## src/rtl/stack_pop_unit_if.sv

```systemverilog
// Bundle between the core (master) and the RET/RTI stack pop sequencer (slave).
// The underflow flag exists only when STACK_UNDERFLOW_CHK_EN is defined.
interface stack_pop_unit_if;
  logic        ret_req;
  logic        rti_req;
  logic [15:0] sp_in;
  logic [15:0] mem_rdata;
  logic        mem_pop;
  logic [15:0] mem_addr;
  logic [31:0] pc_out;
  logic        pc_load;
  logic [2:0]  flags_out;
  logic        flags_load;
  logic [15:0] sp_out;
  logic        sp_we;
  logic        stall;
`ifdef STACK_UNDERFLOW_CHK_EN
  logic        underflow;
`endif

  modport master (
    output ret_req, rti_req, sp_in, mem_rdata,
    input  mem_pop, mem_addr, pc_out, pc_load, flags_out, flags_load,
    input  sp_out, sp_we, stall
`ifdef STACK_UNDERFLOW_CHK_EN
    , input underflow
`endif
  );

  modport slave (
    input  ret_req, rti_req, sp_in, mem_rdata,
    output mem_pop, mem_addr, pc_out, pc_load, flags_out, flags_load,
    output sp_out, sp_we, stall
`ifdef STACK_UNDERFLOW_CHK_EN
    , output underflow
`endif
  );
endinterface

```

## src/rtl/stack_pop_unit.sv

```systemverilog
// RET/RTI stack pop sequencer: pops PC (and flags for RTI) and returns the new SP.
// Define STACK_UNDERFLOW_CHK_EN to abort requests that would pop past STACK_TOP.
module stack_pop_unit #(
  parameter logic [15:0] STACK_TOP = 16'hFFFF
) (
  input  logic            clk,
  input  logic            reset,
  stack_pop_unit_if.slave bus
);
  // SP and address width follow the width of the empty-stack marker
  localparam int SP_W = $bits(STACK_TOP);

  typedef enum logic [2:0] {IDLE, POP_LO, POP_HI, POP_FL, DRAIN, DONE} state_t;

  state_t          state_reg;
  logic [SP_W-1:0] base_reg;
  logic            rti_mode_reg;
  logic [15:0]     pc_lo_reg;
  logic [15:0]     pc_hi_reg;
  logic            mem_pop_reg;
  logic [SP_W-1:0] mem_addr_reg;
  logic [31:0]     pc_out_reg;
  logic            pc_load_reg;
  logic [2:0]      flags_out_reg;
  logic            flags_load_reg;
  logic [SP_W-1:0] sp_out_reg;
  logic            sp_we_reg;
  logic            stall_reg;

  logic start_w;
  logic short_w;

  assign start_w = bus.ret_req | bus.rti_req;

`ifdef STACK_UNDERFLOW_CHK_EN
  logic [SP_W-1:0] depth_w;
  logic            underflow_reg;

  // Words currently on the stack; RET needs two, RTI needs three
  assign depth_w       = STACK_TOP - bus.sp_in;
  assign short_w       = depth_w < (bus.rti_req ? SP_W'(3) : SP_W'(2));
  assign bus.underflow = underflow_reg;
`else
  assign short_w = 1'b0;
`endif

  always_ff @(posedge clk) begin
    if (reset) begin
      state_reg      <= IDLE;
      base_reg       <= '0;
      rti_mode_reg   <= 1'b0;
      pc_lo_reg      <= '0;
      pc_hi_reg      <= '0;
      mem_pop_reg    <= 1'b0;
      mem_addr_reg   <= '0;
      pc_out_reg     <= '0;
      pc_load_reg    <= 1'b0;
      flags_out_reg  <= '0;
      flags_load_reg <= 1'b0;
      sp_out_reg     <= '0;
      sp_we_reg      <= 1'b0;
      stall_reg      <= 1'b0;
`ifdef STACK_UNDERFLOW_CHK_EN
      underflow_reg  <= 1'b0;
`endif
    end else begin
      mem_pop_reg    <= 1'b0;
      mem_addr_reg   <= '0;
      pc_load_reg    <= 1'b0;
      flags_load_reg <= 1'b0;
      sp_we_reg      <= 1'b0;
`ifdef STACK_UNDERFLOW_CHK_EN
      underflow_reg  <= 1'b0;
`endif
      case (state_reg)
        IDLE: begin
          if (start_w) begin
            base_reg     <= bus.sp_in;
            rti_mode_reg <= bus.rti_req;
            stall_reg    <= 1'b1;
            if (short_w) begin
              state_reg <= DONE;
`ifdef STACK_UNDERFLOW_CHK_EN
              underflow_reg <= 1'b1;
`endif
            end else begin
              state_reg    <= POP_LO;
              mem_pop_reg  <= 1'b1;
              mem_addr_reg <= bus.sp_in + SP_W'(1);
            end
          end
        end
        POP_LO: begin
          state_reg    <= POP_HI;
          mem_pop_reg  <= 1'b1;
          mem_addr_reg <= base_reg + SP_W'(2);
        end
        POP_HI: begin
          pc_lo_reg <= bus.mem_rdata;
          if (rti_mode_reg) begin
            state_reg    <= POP_FL;
            mem_pop_reg  <= 1'b1;
            mem_addr_reg <= base_reg + SP_W'(3);
          end else begin
            state_reg <= DRAIN;
          end
        end
        POP_FL: begin
          pc_hi_reg <= bus.mem_rdata;
          state_reg <= DRAIN;
        end
        DRAIN: begin
          // The last popped word lands here; strobes are registered into DONE
          state_reg   <= DONE;
          pc_load_reg <= 1'b1;
          sp_we_reg   <= 1'b1;
          if (rti_mode_reg) begin
            pc_out_reg     <= {pc_hi_reg, pc_lo_reg};
            flags_out_reg  <= bus.mem_rdata[2:0];
            flags_load_reg <= 1'b1;
            sp_out_reg     <= base_reg + SP_W'(3);
          end else begin
            pc_out_reg <= {bus.mem_rdata, pc_lo_reg};
            sp_out_reg <= base_reg + SP_W'(2);
          end
        end
        DONE: begin
          state_reg <= IDLE;
          stall_reg <= 1'b0;
        end
        default: begin
          state_reg <= IDLE;
          stall_reg <= 1'b0;
        end
      endcase
    end
  end

  assign bus.mem_pop    = mem_pop_reg;
  assign bus.mem_addr   = mem_addr_reg;
  assign bus.pc_out     = pc_out_reg;
  assign bus.pc_load    = pc_load_reg;
  assign bus.flags_out  = flags_out_reg;
  assign bus.flags_load = flags_load_reg;
  assign bus.sp_out     = sp_out_reg;
  assign bus.sp_we      = sp_we_reg;
  assign bus.stall      = stall_reg;
endmodule

```

## src/flat_wrapper.sv

```systemverilog
// flat-port wrapper written by rule: the top's interface ports become plain ports
module stack_pop_unit_flat 
#(
  parameter logic [15:0] STACK_TOP = 16'hFFFF
)
  (clk, reset, bus_ret_req, bus_rti_req, bus_sp_in, bus_mem_rdata, bus_mem_pop, bus_mem_addr, bus_pc_out, bus_pc_load, bus_flags_out, bus_flags_load, bus_sp_out, bus_sp_we, bus_stall);
  stack_pop_unit_if bus_i ();
  input  logic clk;
  input  logic reset;
  input wire logic [$bits(bus_i.ret_req)-1:0] bus_ret_req;
  input wire logic [$bits(bus_i.rti_req)-1:0] bus_rti_req;
  input wire logic [$bits(bus_i.sp_in)-1:0] bus_sp_in;
  input wire logic [$bits(bus_i.mem_rdata)-1:0] bus_mem_rdata;
  output wire logic [$bits(bus_i.mem_pop)-1:0] bus_mem_pop;
  output wire logic [$bits(bus_i.mem_addr)-1:0] bus_mem_addr;
  output wire logic [$bits(bus_i.pc_out)-1:0] bus_pc_out;
  output wire logic [$bits(bus_i.pc_load)-1:0] bus_pc_load;
  output wire logic [$bits(bus_i.flags_out)-1:0] bus_flags_out;
  output wire logic [$bits(bus_i.flags_load)-1:0] bus_flags_load;
  output wire logic [$bits(bus_i.sp_out)-1:0] bus_sp_out;
  output wire logic [$bits(bus_i.sp_we)-1:0] bus_sp_we;
  output wire logic [$bits(bus_i.stall)-1:0] bus_stall;
  assign bus_i.ret_req = bus_ret_req;
  assign bus_i.rti_req = bus_rti_req;
  assign bus_i.sp_in = bus_sp_in;
  assign bus_i.mem_rdata = bus_mem_rdata;
  assign bus_mem_pop = bus_i.mem_pop;
  assign bus_mem_addr = bus_i.mem_addr;
  assign bus_pc_out = bus_i.pc_out;
  assign bus_pc_load = bus_i.pc_load;
  assign bus_flags_out = bus_i.flags_out;
  assign bus_flags_load = bus_i.flags_load;
  assign bus_sp_out = bus_i.sp_out;
  assign bus_sp_we = bus_i.sp_we;
  assign bus_stall = bus_i.stall;
  stack_pop_unit #(.STACK_TOP(STACK_TOP)) u_core (.clk(clk), .reset(reset), .bus(bus_i));
endmodule
```

## config.mk

```make
export PLATFORM = sky130hd
export DESIGN_NAME = stack_pop_unit_flat
export DESIGN_NICKNAME = d
export VERILOG_FILES = /design/src/rtl/stack_pop_unit_if.sv /design/src/rtl/stack_pop_unit.sv /design/src/flat_wrapper.sv
export SDC_FILE = /design/constraint.sdc
export NUM_CORES = 1
export LEC_CHECK = 0
export CORE_MARGIN = 2
export CORE_UTILIZATION = 45
export CTS_BUF_LIST = sky130_fd_sc_hd__clkbuf_4 sky130_fd_sc_hd__clkbuf_8
export CTS_CLUSTER_SIZE = 24
export DETAILED_ROUTE_END_ITERATION = 10
export DONT_BUFFER_PORTS = 1
export PLACE_DENSITY = 0.63
export SETUP_SLACK_MARGIN = 0.3
export SYNTH_ARGS = -nofsm -noshare
export SYNTH_HDL_FRONTEND = slang
export SYNTH_SLANG_ARGS = --single-unit
```

## constraint.sdc

```tcl
create_clock -name clk -period 2.6 [get_ports clk]
set_input_delay 0.52 -clock clk [delete_from_list [all_inputs] [get_ports clk]]
set_output_delay 0.52 -clock clk [all_outputs]
set_load 0.005 [all_outputs]
```

==> flow_summary_export.csv <==
group,metric,value,unit
run_status,status,"finished clean",
drt,vias,4722,
clock_tree,root_buffer,"clkbuf_8",
layout,layout.nets,698,
layout,synthToLayoutAreaGrowth,8.52,%
logic_synthesis,ys_seq_elements,123,
drt,first_iter_violations,557,
global_route,grtUsageTotal,0.225,
floorplan,boundaryPins,108,
sta,maxSlewViolCount,0,
clock_tree,numCtsBuffers,17,
setup_path,reg2reg_to,"u_core.bus.sp_out[12]",
floorplan,rows,40,
logic_synthesis,yosys.cell_types.count,60,
logic_synthesis,synth_top_flop_cell,"dfxtp_1",
setup_path,ff2ff_setup_slack,0.46,ns
global_route,grt.overflow.total,0,
layout,fillers,1185,
setup_path,worst-r2r-cell-count,7,
layout,regArea,2460,µm²
sta,slew_headroom,0.527,
global_route,first_global_vias,4334,
worst_hold_path,min_path_type,"in2reg",
floorplan,initial_core_util,0.464,
placed_design,place.gp.congestion,0.841,
layout,n_antenna_cell,0,
sta,setup_viol,0,
logic_synthesis,synthTopCellsByArea,"dfxtp_1 44%, nand2_1 11%, a21oi_1 7.9%, a211oi_1 3.9%, mux2i_1 3.2%",
logic_synthesis,avgSynthCellArea,8.15,µm²
sta,tightest_slew,0.710,ns
logic_synthesis,synth-seq-area-share,0.440,
power_and_ir_drop,pwr_density_cell,756,nW/µm²
placed_design,hpwl,10300,µm
sta,post-route-min-period,2.14,ns
logic_synthesis,synthCells,686,
logic_synthesis,syn-num-nets,727,
floorplan,die_w,115,µm
layout,layout_commonest_cell,"nand2_1",
drt,wl,14800,µm
clock_tree,path_clk_slew,0.07,ns
power_and_ir_drop,p_leak,2.02,nW
sta,rsz0062_at_grt,"false",
logic_synthesis,yosys.area.top_type_share,0.440,
layout,final_cell_mix,"158 x nand2_1, 123 x dfxtp_1, 88 x a21oi_1",
layout,multi_input_area,2820,µm²
setup_path,timing.rr.start,"u_core.base_reg[1]",
drt,drt_first_pass_iters,5,
layout,largest_register_ffs,32,
setup_path,endpoint_kind,"flop",
floorplan,coreArea,12100,µm²
clock_tree,cts.sinks,123,
clock_tree,holdBufCountCts,0,
setup_path,required,2.97,ns
global_route,antenna_found_initial,0,
sta,fin_crit_sh,0.822,
logic_synthesis,ys.warnings.count,0,
setup_path,crit_type,"reg2reg",
drt,via_per_inst,5.65,
sta,hold_violations,0,
power_and_ir_drop,finalPower,4.59,mW
worst_hold_path,min_from,"reset",
layout,drive_gt1_frac,0.0823,
clock_tree,post_cts_resized,0,
sta,finalSetupTns,0,ns
logic_synthesis,synth_top_area_cell,"dfxtp_1",
clock_tree,clk_latency,0.44,ns
global_route,grt_max_degree,108,
drt,postRouteAntennaNets,0,
logic_synthesis,synth-async-reset-ratio,0,
clock_tree,cts_max_level,4,
clock_tree,cts_tree,"built",
sta,fmaxAchievable,468,MHz
setup_path,setup.worst_path.end,"u_core.bus.sp_out[12]",
placed_design,io_buffers,0,
setup_path,startpoint_type,"flop",
clock_tree,post_cts_buffers,0,
setup_path,crit_fanout,7,
floorplan,die-area,13300,µm²
drt,wl_per_cell,17.7,µm
layout,final_util,0.503,
global_route,grt_pass1_wl,23300,µm
setup_path,critPathLaunch,"u_core.base_reg[1]",
floorplan,chipHeight,115,µm
power_and_ir_drop,vdd_ir_drop_max,0.000352,V
sta,fin_skew,0.00869,ns
job,maxCapViolations,0,
clock_tree,cts_buffer_depth,2,
drt,drc,0,
setup_path,crit_arrival,2.51,ns
logic_synthesis,synth_area,5590,µm²
logic_synthesis,synth_edf_count,0,
[power breakdown]
group / total (mW) / switching, mW / internal (mW)
combinational: 0.533 / 0.324 / 0.209
sequential: 2.12 / 0.124 / 2.00
clock: 1.93 / 0.749 / 1.18
total: 4.59 / 1.20 / 3.39
[cells in the mapped netlist (all sizes together), types with 2 or more instances]
master,n
mux2i,18
and2,3
a31o,3
o211ai,4
clkbuf,28
nor2,47
nand4,12
and3,2
ha,5
nand2,158
dfxtp,123
a222oi,2
a211oi,30
nor2b,2
o22ai,7
nand2b,2
nor4,7
a21oi,89
buf,34
o21a,2
nand3,11
and4,4
xor2,17
o21ai,14
or3,2
nor3,12
a22oi,3
xnor2,18
inv,4
a31oi,2
o311ai,2
nand3b,2
[worst max-delay path: stages, from the launching register on]
cell,delay [ns]
dfxtp_1,0.47
inv_1,0.12
ha_1,0.24
nand3b_4,0.21
mux2_4,0.33
or3_1,0.32
xor2_1,0.16
a211oi_2,0.21
[worst min-delay path by stage]
stage | to | depth (start not counted)
after global placement | u_core.pc_hi_reg[11] | 2
after CTS | u_core.bus.sp_out[12] | 1
final | u_core.bus.sp_out[12] | 1
after detailed placement | u_core.pc_hi_reg[7] | 2
after floorplan | u_core.bus.pc_out[0] | 2
after global routing | u_core.bus.sp_out[12] | 1
[kinds of logic after synthesis]
logic type	share of synthesized area
adders and majority gates	0.0112
AOI/OAI and AO/OA	0.182
buffers and inverters	0.0553
and+or+nand+nor	0.222
muxes	0.0349
xor gates and xnor gates	0.0548
DFF	0.440
[layout make-up]
| class | instances | share of cell area |
|---|---|---|
| multi-input combinational | 497 | 0.465 |
| sequential | 123 | 0.406 |
| clock buffer | 19 | 0.0431 |
| tap | 168 | 0.0346 |
| clock inverter | 11 | 0.0317 |
| timing repair buffer | 14 | 0.0173 |
| inverter | 4 | 0.00247 |
[metal layers]
metal	vias to the layer above	global-route usage	share of wire
li1	2318	-	-
met1	2215	0.318	0.47
met2	166	0.325	0.43
met3	23	0.0690	0.080
met4	0	0.0811	0.018
met5	-	0	0
[metrics by stage]
stage	std cells	setup WS, ns	hold slack [ns]	cell area [µm²]
2_1_floorplan	686	0.660	0.432	5590
3_3_place_gp	806	0.545	0.435	5620
3_5_place_dp	806	0.489	0.441	5620
4_1_cts	836	0.460	0.112	6070
5_1_grt	836	0.304	0.114	6070
6_report	836	0.463	0.143	6070
Power figures use the tool's default switching activity.
